<file path="src/rtl/freq_disp_pkg.sv">
// Shared types and constants for the frequency BCD readout and 7-segment scan.
package freq_disp_pkg;

    localparam int unsigned NUM_DIGITS = 4;
    localparam int unsigned FREQ_W     = 12;
    localparam int unsigned BCD_W      = 4 * NUM_DIGITS;
    localparam int unsigned BCD_OUT_W  = BCD_W - 1;
    localparam int unsigned IDX_W      = 2;
    localparam int unsigned BIT_W      = 4;

    typedef enum logic [1:0] {
        ST_IDLE  = 2'd0,
        ST_SHIFT = 2'd1,
        ST_DONE  = 2'd2
    } state_e;

    // Active-low segment patterns {dp,g,f,e,d,c,b,a}
    localparam logic [7:0] SEG_0     = 8'hC0;
    localparam logic [7:0] SEG_1     = 8'hF9;
    localparam logic [7:0] SEG_2     = 8'hA4;
    localparam logic [7:0] SEG_3     = 8'hB0;
    localparam logic [7:0] SEG_4     = 8'h99;
    localparam logic [7:0] SEG_5     = 8'h92;
    localparam logic [7:0] SEG_6     = 8'h82;
    localparam logic [7:0] SEG_7     = 8'hF8;
    localparam logic [7:0] SEG_8     = 8'h80;
    localparam logic [7:0] SEG_9     = 8'h90;
    localparam logic [7:0] SEG_BLANK = 8'hFF;

endpackage

</file>
<file path="src/rtl/freq_bcd_display_ctrl_if.sv">
// Conversion request / result bus between the front-panel logic and the readout controller.
interface freq_bcd_display_ctrl_if;
    import freq_disp_pkg::*;

    logic [FREQ_W-1:0]    freq_in;
    logic                 freq_valid;
    logic                 busy;
    logic [BCD_OUT_W-1:0] bcd_out;
    logic                 bcd_valid;

    modport master (output freq_in, freq_valid, input busy, bcd_out, bcd_valid);
    modport slave  (input freq_in, freq_valid, output busy, bcd_out, bcd_valid);

endinterface

</file>
<file path="src/rtl/bcd_seg_decode.sv">
// Combinational BCD digit to active-low 7-segment pattern, with forced blank.
module bcd_seg_decode
    import freq_disp_pkg::*;
(
    input  logic [3:0] digit_i,
    input  logic       blank_i,
    output logic [7:0] seg_c
);

    always_comb begin
        seg_c = SEG_BLANK;
        if (!blank_i) begin
            case (digit_i)
                4'd0:    seg_c = SEG_0;
                4'd1:    seg_c = SEG_1;
                4'd2:    seg_c = SEG_2;
                4'd3:    seg_c = SEG_3;
                4'd4:    seg_c = SEG_4;
                4'd5:    seg_c = SEG_5;
                4'd6:    seg_c = SEG_6;
                4'd7:    seg_c = SEG_7;
                4'd8:    seg_c = SEG_8;
                4'd9:    seg_c = SEG_9;
                default: seg_c = SEG_BLANK;
            endcase
        end
    end

endmodule

</file>
<file path="src/rtl/freq_bcd_display_ctrl.sv">
// Frequency readout: sequential shift-and-add-3 binary-to-BCD conversion and
// multiplexed 4-digit 7-segment scan of the last committed result.
module freq_bcd_display_ctrl
    import freq_disp_pkg::*;
#(
    parameter int unsigned SCAN_DIV = 50000,
    parameter bit          BLANK_LZ = 1'b1
) (
    input  logic                   clk,
    input  logic                   rst_n,
    freq_bcd_display_ctrl_if.slave bus,
    output logic [3:0]             an,
    output logic [7:0]             seg
);

    localparam int unsigned SCAN_W = $clog2(SCAN_DIV);

    state_e               state_q, state_d;
    logic [FREQ_W-1:0]    sr_q, sr_d;
    logic [BCD_W-1:0]     work_q, work_d;
    logic [BIT_W-1:0]     bit_q, bit_d;
    logic                 busy_q, busy_d;
    logic                 valid_q, valid_d;
    logic [BCD_OUT_W-1:0] bcd_q, bcd_d;
    logic [BCD_W-1:0]     disp_q, disp_d;
    logic                 armed_q, armed_d;
    logic [SCAN_W-1:0]    scan_q, scan_d;
    logic [IDX_W-1:0]     idx_q, idx_d;
    logic [3:0]           an_q, an_d;
    logic [7:0]           seg_q, seg_d;
    logic [BCD_W-1:0]     adj_c;
    logic                 lz_c;
    logic [3:0]           digit_c;

    // Add-3 correction on every nibble that would overflow past 9 after doubling
    always_comb begin
        for (int i = 0; i < int'(NUM_DIGITS); i++) begin
            adj_c[4*i +: 4] = (work_q[4*i +: 4] >= 4'd5) ? work_q[4*i +: 4] + 4'd3
                                                         : work_q[4*i +: 4];
        end
    end

    // Conversion FSM; armed_q drops a request coinciding with reset release
    always_comb begin
        state_d = state_q;
        sr_d    = sr_q;
        work_d  = work_q;
        bit_d   = bit_q;
        bcd_d   = bcd_q;
        disp_d  = disp_q;
        valid_d = 1'b0;
        armed_d = 1'b1;
        case (state_q)
            ST_IDLE: begin
                if (armed_q && bus.freq_valid) begin
                    sr_d    = bus.freq_in;
                    work_d  = '0;
                    bit_d   = BIT_W'(FREQ_W - 1);
                    state_d = ST_SHIFT;
                end
            end
            ST_SHIFT: begin
                work_d = BCD_W'({adj_c, sr_q[FREQ_W-1]});
                sr_d   = {sr_q[FREQ_W-2:0], 1'b0};
                bit_d  = bit_q - BIT_W'(1);
                if (bit_q == '0) begin
                    state_d = ST_DONE;
                    valid_d = 1'b1;
                    bcd_d   = work_d[BCD_OUT_W-1:0];
                    disp_d  = work_d;
                end
            end
            ST_DONE: state_d = ST_IDLE;
            default: state_d = ST_IDLE;
        endcase
        busy_d = (state_d != ST_IDLE);
    end

    // Digit scan: advance the digit index each time the dwell counter wraps
    always_comb begin
        scan_d = scan_q + SCAN_W'(1);
        idx_d  = idx_q;
        if (scan_q == SCAN_W'(SCAN_DIV - 1)) begin
            scan_d = '0;
            idx_d  = idx_q + IDX_W'(1);
        end
        case (idx_d)
            2'd3:    lz_c = (disp_q[15:12] == 4'd0);
            2'd2:    lz_c = (disp_q[15:8] == 8'd0);
            2'd1:    lz_c = (disp_q[15:4] == 12'd0);
            default: lz_c = 1'b0;
        endcase
        digit_c = disp_q[{idx_d, 2'b00} +: 4];
        an_d    = ~(4'b0001 << idx_d);
    end

    bcd_seg_decode u_dec (
        .digit_i (digit_c),
        .blank_i (BLANK_LZ & lz_c),
        .seg_c   (seg_d)
    );

    always_ff @(posedge clk or negedge rst_n) begin
        if (!rst_n) begin
            state_q <= ST_IDLE;
            sr_q    <= '0;
            work_q  <= '0;
            bit_q   <= '0;
            busy_q  <= 1'b0;
            valid_q <= 1'b0;
            bcd_q   <= '0;
            disp_q  <= '0;
            armed_q <= 1'b0;
            scan_q  <= '0;
            idx_q   <= '0;
            an_q    <= 4'b1110;
            seg_q   <= SEG_0;
        end else begin
            state_q <= state_d;
            sr_q    <= sr_d;
            work_q  <= work_d;
            bit_q   <= bit_d;
            busy_q  <= busy_d;
            valid_q <= valid_d;
            bcd_q   <= bcd_d;
            disp_q  <= disp_d;
            armed_q <= armed_d;
            scan_q  <= scan_d;
            idx_q   <= idx_d;
            an_q    <= an_d;
            seg_q   <= seg_d;
        end
    end

    assign bus.busy      = busy_q;
    assign bus.bcd_valid = valid_q;
    assign bus.bcd_out   = bcd_q;
    assign an            = an_q;
    assign seg           = seg_q;

endmodule
</file>
<file path="src/flat_wrapper.sv">
// flat-port wrapper written by rule: the top's interface ports become plain ports
module freq_bcd_display_ctrl_flat import freq_disp_pkg::*;
#(
    parameter int unsigned SCAN_DIV = 50000,
    parameter bit          BLANK_LZ = 1'b1
)
  (clk, rst_n, an, seg, bus_freq_in, bus_freq_valid, bus_busy, bus_bcd_out, bus_bcd_valid);
  freq_bcd_display_ctrl_if bus_i ();
  input  logic clk;
  input  logic rst_n;
  output logic [3:0] an;
  output logic [7:0] seg;
  input wire logic [$bits(bus_i.freq_in)-1:0] bus_freq_in;
  input wire logic [$bits(bus_i.freq_valid)-1:0] bus_freq_valid;
  output wire logic [$bits(bus_i.busy)-1:0] bus_busy;
  output wire logic [$bits(bus_i.bcd_out)-1:0] bus_bcd_out;
  output wire logic [$bits(bus_i.bcd_valid)-1:0] bus_bcd_valid;
  assign bus_i.freq_in = bus_freq_in;
  assign bus_i.freq_valid = bus_freq_valid;
  assign bus_busy = bus_i.busy;
  assign bus_bcd_out = bus_i.bcd_out;
  assign bus_bcd_valid = bus_i.bcd_valid;
  freq_bcd_display_ctrl #(.SCAN_DIV(SCAN_DIV), .BLANK_LZ(BLANK_LZ)) u_core (.clk(clk), .rst_n(rst_n), .bus(bus_i), .an(an), .seg(seg));
endmodule
</file>
<file path="config.mk">
export PLATFORM = sky130hd
export DESIGN_NAME = freq_bcd_display_ctrl_flat
export DESIGN_NICKNAME = d
export VERILOG_FILES = /design/src/rtl/freq_disp_pkg.sv /design/src/rtl/freq_bcd_display_ctrl_if.sv /design/src/rtl/bcd_seg_decode.sv /design/src/rtl/freq_bcd_display_ctrl.sv /design/src/flat_wrapper.sv
export SDC_FILE = /design/constraint.sdc
export NUM_CORES = 1
export LEC_CHECK = 0
export ABC_AREA = 0
export CORE_MARGIN = 3
export CORE_UTILIZATION = 47
export CTS_CLUSTER_DIAMETER = 30
export CTS_CLUSTER_SIZE = 24
export DETAILED_ROUTE_END_ITERATION = 10
export DONT_BUFFER_PORTS = 1
export GPL_ROUTABILITY_DRIVEN = 0
export MAX_ROUTING_LAYER = met4
export PLACE_DENSITY = 0.68
export SETUP_SLACK_MARGIN = 0.2
export SYNTH_ARGS = -nofsm -noshare
export SYNTH_HDL_FRONTEND = slang
export SYNTH_SLANG_ARGS = --single-unit
</file>
<file path="constraint.sdc">
create_clock -name clk -period 4.8 [get_ports clk]
set_input_delay 0.72 -clock clk [delete_from_list [all_inputs] [get_ports clk]]
set_output_delay 0.72 -clock clk [all_outputs]
set_load 0.01 [all_outputs]
</file>
==> results by group <==
Floorplan
  • CORE AREA: 0.008464 mm^2
  • Die height: 100.9 um
  • Number of I/O pins: 44
  • Initial Util: 0.4996
  • Std cell rows: 33
  • Die span in x: 100.9 um
  • Die area: 0.01017 mm^2

Clock tree
  • CTS tree: built
  • CTS Buf Count: 9
  • CTS H-tree lvls: 3
  • Post-CTS Resized: 0
  • Worst-path clk slew: 0.08 ns
  • Post-CTS Setup Inserts: 0
  • Worst skew pair latency: between 0.3 and 0.4 ns
  • Clock sinks: 82
  • Hold Buf Count CTS: 0
  • CTS Root Cell: clkbuf_8
  • Max Buffers Root-to-Sink: 2

Detailed routing
  • Vias post-DR: 2,891
  • Routed WL: between 7000 and 8000 um
  • Antenna-violating nets left: 0
  • Drt wl/cell: 15.24 um
  • Drt first-iter violations: roughly 120
  • Via density: about 5.6
  • Post-route DRC: 0
  • Detailed Routing Iterations Pass 1: 5

Setup path
  • R2r setup slk: roughly 2.0 ns
  • Kind of end point of the critical path: flip-flop
  • Crit path arrival time: 2.98 ns
  • Reg-to-reg critical path endpoint: u_core.seg[1]
  • Reg-to-reg startpoint: u_core.scan_q[0]
  • Slowest cell on crit path: and4_1
  • Top delay family on crit path: simple AND/OR/NAND/NOR gates
  • CP Cell Sequence: ha_1 > and3_1 > and4_1 > mux2i_1 > o2111ai_4 > inv_1 > ha_1 > inv_1 > o21a_1 > o21ai_1
  • Crit path largest cell delay: 0.61 ns
  • CP startpoint kind: flip-flop
  • Kind of critical path: reg2reg
  • CP bufs+invs: 2
  • Worst Setup SP: u_core.scan_q[0]
  • FF-to-FF path depth: 10
  • CP required: 5.02 ns
  • CP Max Fanout: 16

Global route
  • Largest net degree at the start of global routing: 83
  • First-pass GRT wire length: 13,610 um
  • Initial antenna violation count: 0
  • Total global routing overflow: 0
  • Tot GR Track Use: 0.1734
  • Number of global-route vias before repair: around 2.8k

Job
  • Max-cap viol count: 0

STA
  • Final TNS setup: 0 ns
  • Max-slew violation count: 0
  • Unrepaired setup endpoints after global routing: no
  • # setup viols final: 0
  • Max Clock Freq: roughly 0.36 GHz
  • Worst hold slack: between 0.05 and 0.06 ns
  • Min cycle time layout: ~2.8 ns
  • Hold Vio Cnt, Final: 0
  • Slew @ Worst Pin: between 1 and 1.5 ns
  • Clock skew after layout: 0.01240 ns
  • Final worst-path cycle share: 0.5744
  • Max_slew headroom: 0.3228

Min path
  • Min-delay worst type: in2async

Yosys
  • Top cells by area, synth: dfrtp_1, nand2_1, o21ai_0, ha_1, nor2_1
  • Syn_area_per_cell: 9.789 um^2
  • Post-synth EDFFs: 0
  • Cells after Synth: approximately 430
  • Post-synth top area cell: dfrtp_1
  • Synth Flop Type: dfrtp_1
  • Share of async-settable or async-resettable flops after synthesis: 1.000
  • Yosys cell types: 55
  • Synth warnings: 0
  • Netlist Area Pre-Place: between 0.004 and 0.005 mm^2
  • Sequential area share after synthesis: 0.4864
  • #FFs+latches synth: a little over 80
  • Post-synth top area share: 0.4615

Final layout
  • Final nets: 436
  • Share of layout cells above drive strength 1: 0.09179
  • Fillers: 778
  • Area growth, synth to finish: 3.106%
  • Antenna cells: 0

Placed design
  • Post-DP HPWL: 5498 um
  • PortBufs: 0

Pwr
  • Worst VDD drop: around 0.22 mV
  • Static leakage power: 0.001949 uW
  • Final total power: 2532 uW
  • PwrDens: 580.7 mW/mm^2

Outcome
  • Status: finished clean
## worst reg2reg max path: stages (launching register included)
cell and delay (ns):
dfrtp_1 0.38, ha_1 0.19, and3_1 0.29, and4_1 0.61
mux2i_1 0.35, o2111ai_4 0.20, inv_1 0.13, ha_1 0.25
inv_1 0.07, o21a_1 0.12, o21ai_1 0.06
## kinds of logic (layout without fill, tap and decap cells)
| group | after synthesis | after routing | share of synthesized area |
|---|---|---|---|
| AO/OA/AOI/OAI | 86 | 86 | 0.1328 |
| XOR/XNOR | 21 | 21 | 0.04349 |
| adder cells (fa/ha/maj) | 13 | 13 | 0.03816 |
| buffers and inverters | 54 | 35 | 0.06716 |
| flip-flops | 82 | 82 | 0.4864 |
| multiplexers | 12 | 12 | 0.03225 |
| other | 1 | 2 | 0.0008867 |
| AND/OR/NAND/NOR | 163 | 163 | 0.1988 |
## final cells by class
| type | count | area, um^2 | share of cell area |
|---|---|---|---|
| sequential | 82 | 2057 | 0.4717 |
| multi-input combinational | 297 | 1892 | 0.4339 |
| clock buffer | 12 | 155.1 | 0.03558 |
| tap | 105 | 131.4 | 0.03013 |
| inverter | 18 | 67.56 | 0.01549 |
| clock inverter | 4 | 50.05 | 0.01148 |
| timing repair buffer | 1 | 7.507 | 0.001722 |
## layer usage
metal / part of all wire / up-vias / track usage / wire (um)
li1: - / 1424 / - / -
met1: 0.45 / 1399 / 0.2268 / 3570
met2: 0.48 / 57 / 0.2678 / 3758
met3: 0.061 / 11 / 0.04498 / 486
met4: 0.012 / 0 / 0.04767 / 92
met5: 0 / - / - / 0
## metrics by stage
step	cell area [um^2]	setup slack, ns	std cells	utilization
final	4360	2.043	519	0.5152
after global routing	4360	1.790	519	0.5152
after CTS	4360	2.035	519	0.5152
after detailed placement	4155	2.049	503	0.4909
after global placement	4155	2.169	503	0.4909
after floorplan	4233	2.580	433	-
## worst max-delay path by stage
stage | cells past startpoint | slack [ns] | end
6_report | 10 | 2.04 | u_core.seg[1]
5_1_grt | 10 | 1.79 | u_core.seg[1]
4_1_cts | 10 | 2.03 | u_core.seg[1]
3_5_place_dp | 10 | 2.05 | u_core.seg[1]
3_3_place_gp | 10 | 2.17 | u_core.seg[1]
2_1_floorplan | 10 | 2.58 | u_core.seg[1]
## cell usage after synthesis, types with 3 or more instances
master	number
nor2_1	35
a21oi_1	14
clkbuf_1	14
nand2b_1	6
nor2b_1	3
dfrtp_1	78
or3b_2	4
nor3_1	10
nor3b_1	4
nand3b_1	4
dfstp_2	4
o21ai_0	38
xor2_1	10
inv_1	17
o21a_1	3
nor4_1	4
mux2i_1	8
buf_4	17
nand2_1	53
and3_1	8
nand3_1	20
mux2_2	3
o21ai_1	3
ha_1	12
xnor2_1	11
a31oi_1	15
## layout by cell type (no fill, tap or decap), types with 3 or more instances in the layout
cell | Yosys | routed
nand3b_1 | 4 | 4
nor3_1 | 10 | 10
dfrtp_1 | 78 | 78
nor4_1 | 4 | 4
o21ai_1 | 3 | 3
nand2b_1 | 6 | 6
mux2i_1 | 8 | 8
or3b_2 | 4 | 4
nand2_1 | 53 | 53
nand3_1 | 20 | 20
nor2_1 | 35 | 35
ha_1 | 12 | 12
dfstp_2 | 4 | 4
xnor2_1 | 11 | 11
nor2b_1 | 3 | 3
nor3b_1 | 4 | 4
mux2_2 | 3 | 3
clkbuf_8 | 0 | 11
and3_1 | 8 | 8
o21a_1 | 3 | 3
a31oi_1 | 15 | 15
xor2_1 | 10 | 10
o21ai_0 | 38 | 38
a21oi_1 | 14 | 14
inv_1 | 17 | 17
## sequential cells by signal (all words and copies together) (netlist names), 4 cells and up
signal	flops
u_core.an	4
u_core.bit_q	4
u_core.disp_q	16
u_core.scan_q	16
u_core.seg	7
u_core.sr_q	12
u_core.work_q	16
## power breakdown
group          switching [uW]  internal (uW)  total, uW
registers                 245            922       1170
clock network             246            268        515
logic                     495            355        850
No activity file was read; power rests on OpenSTA's default activity.
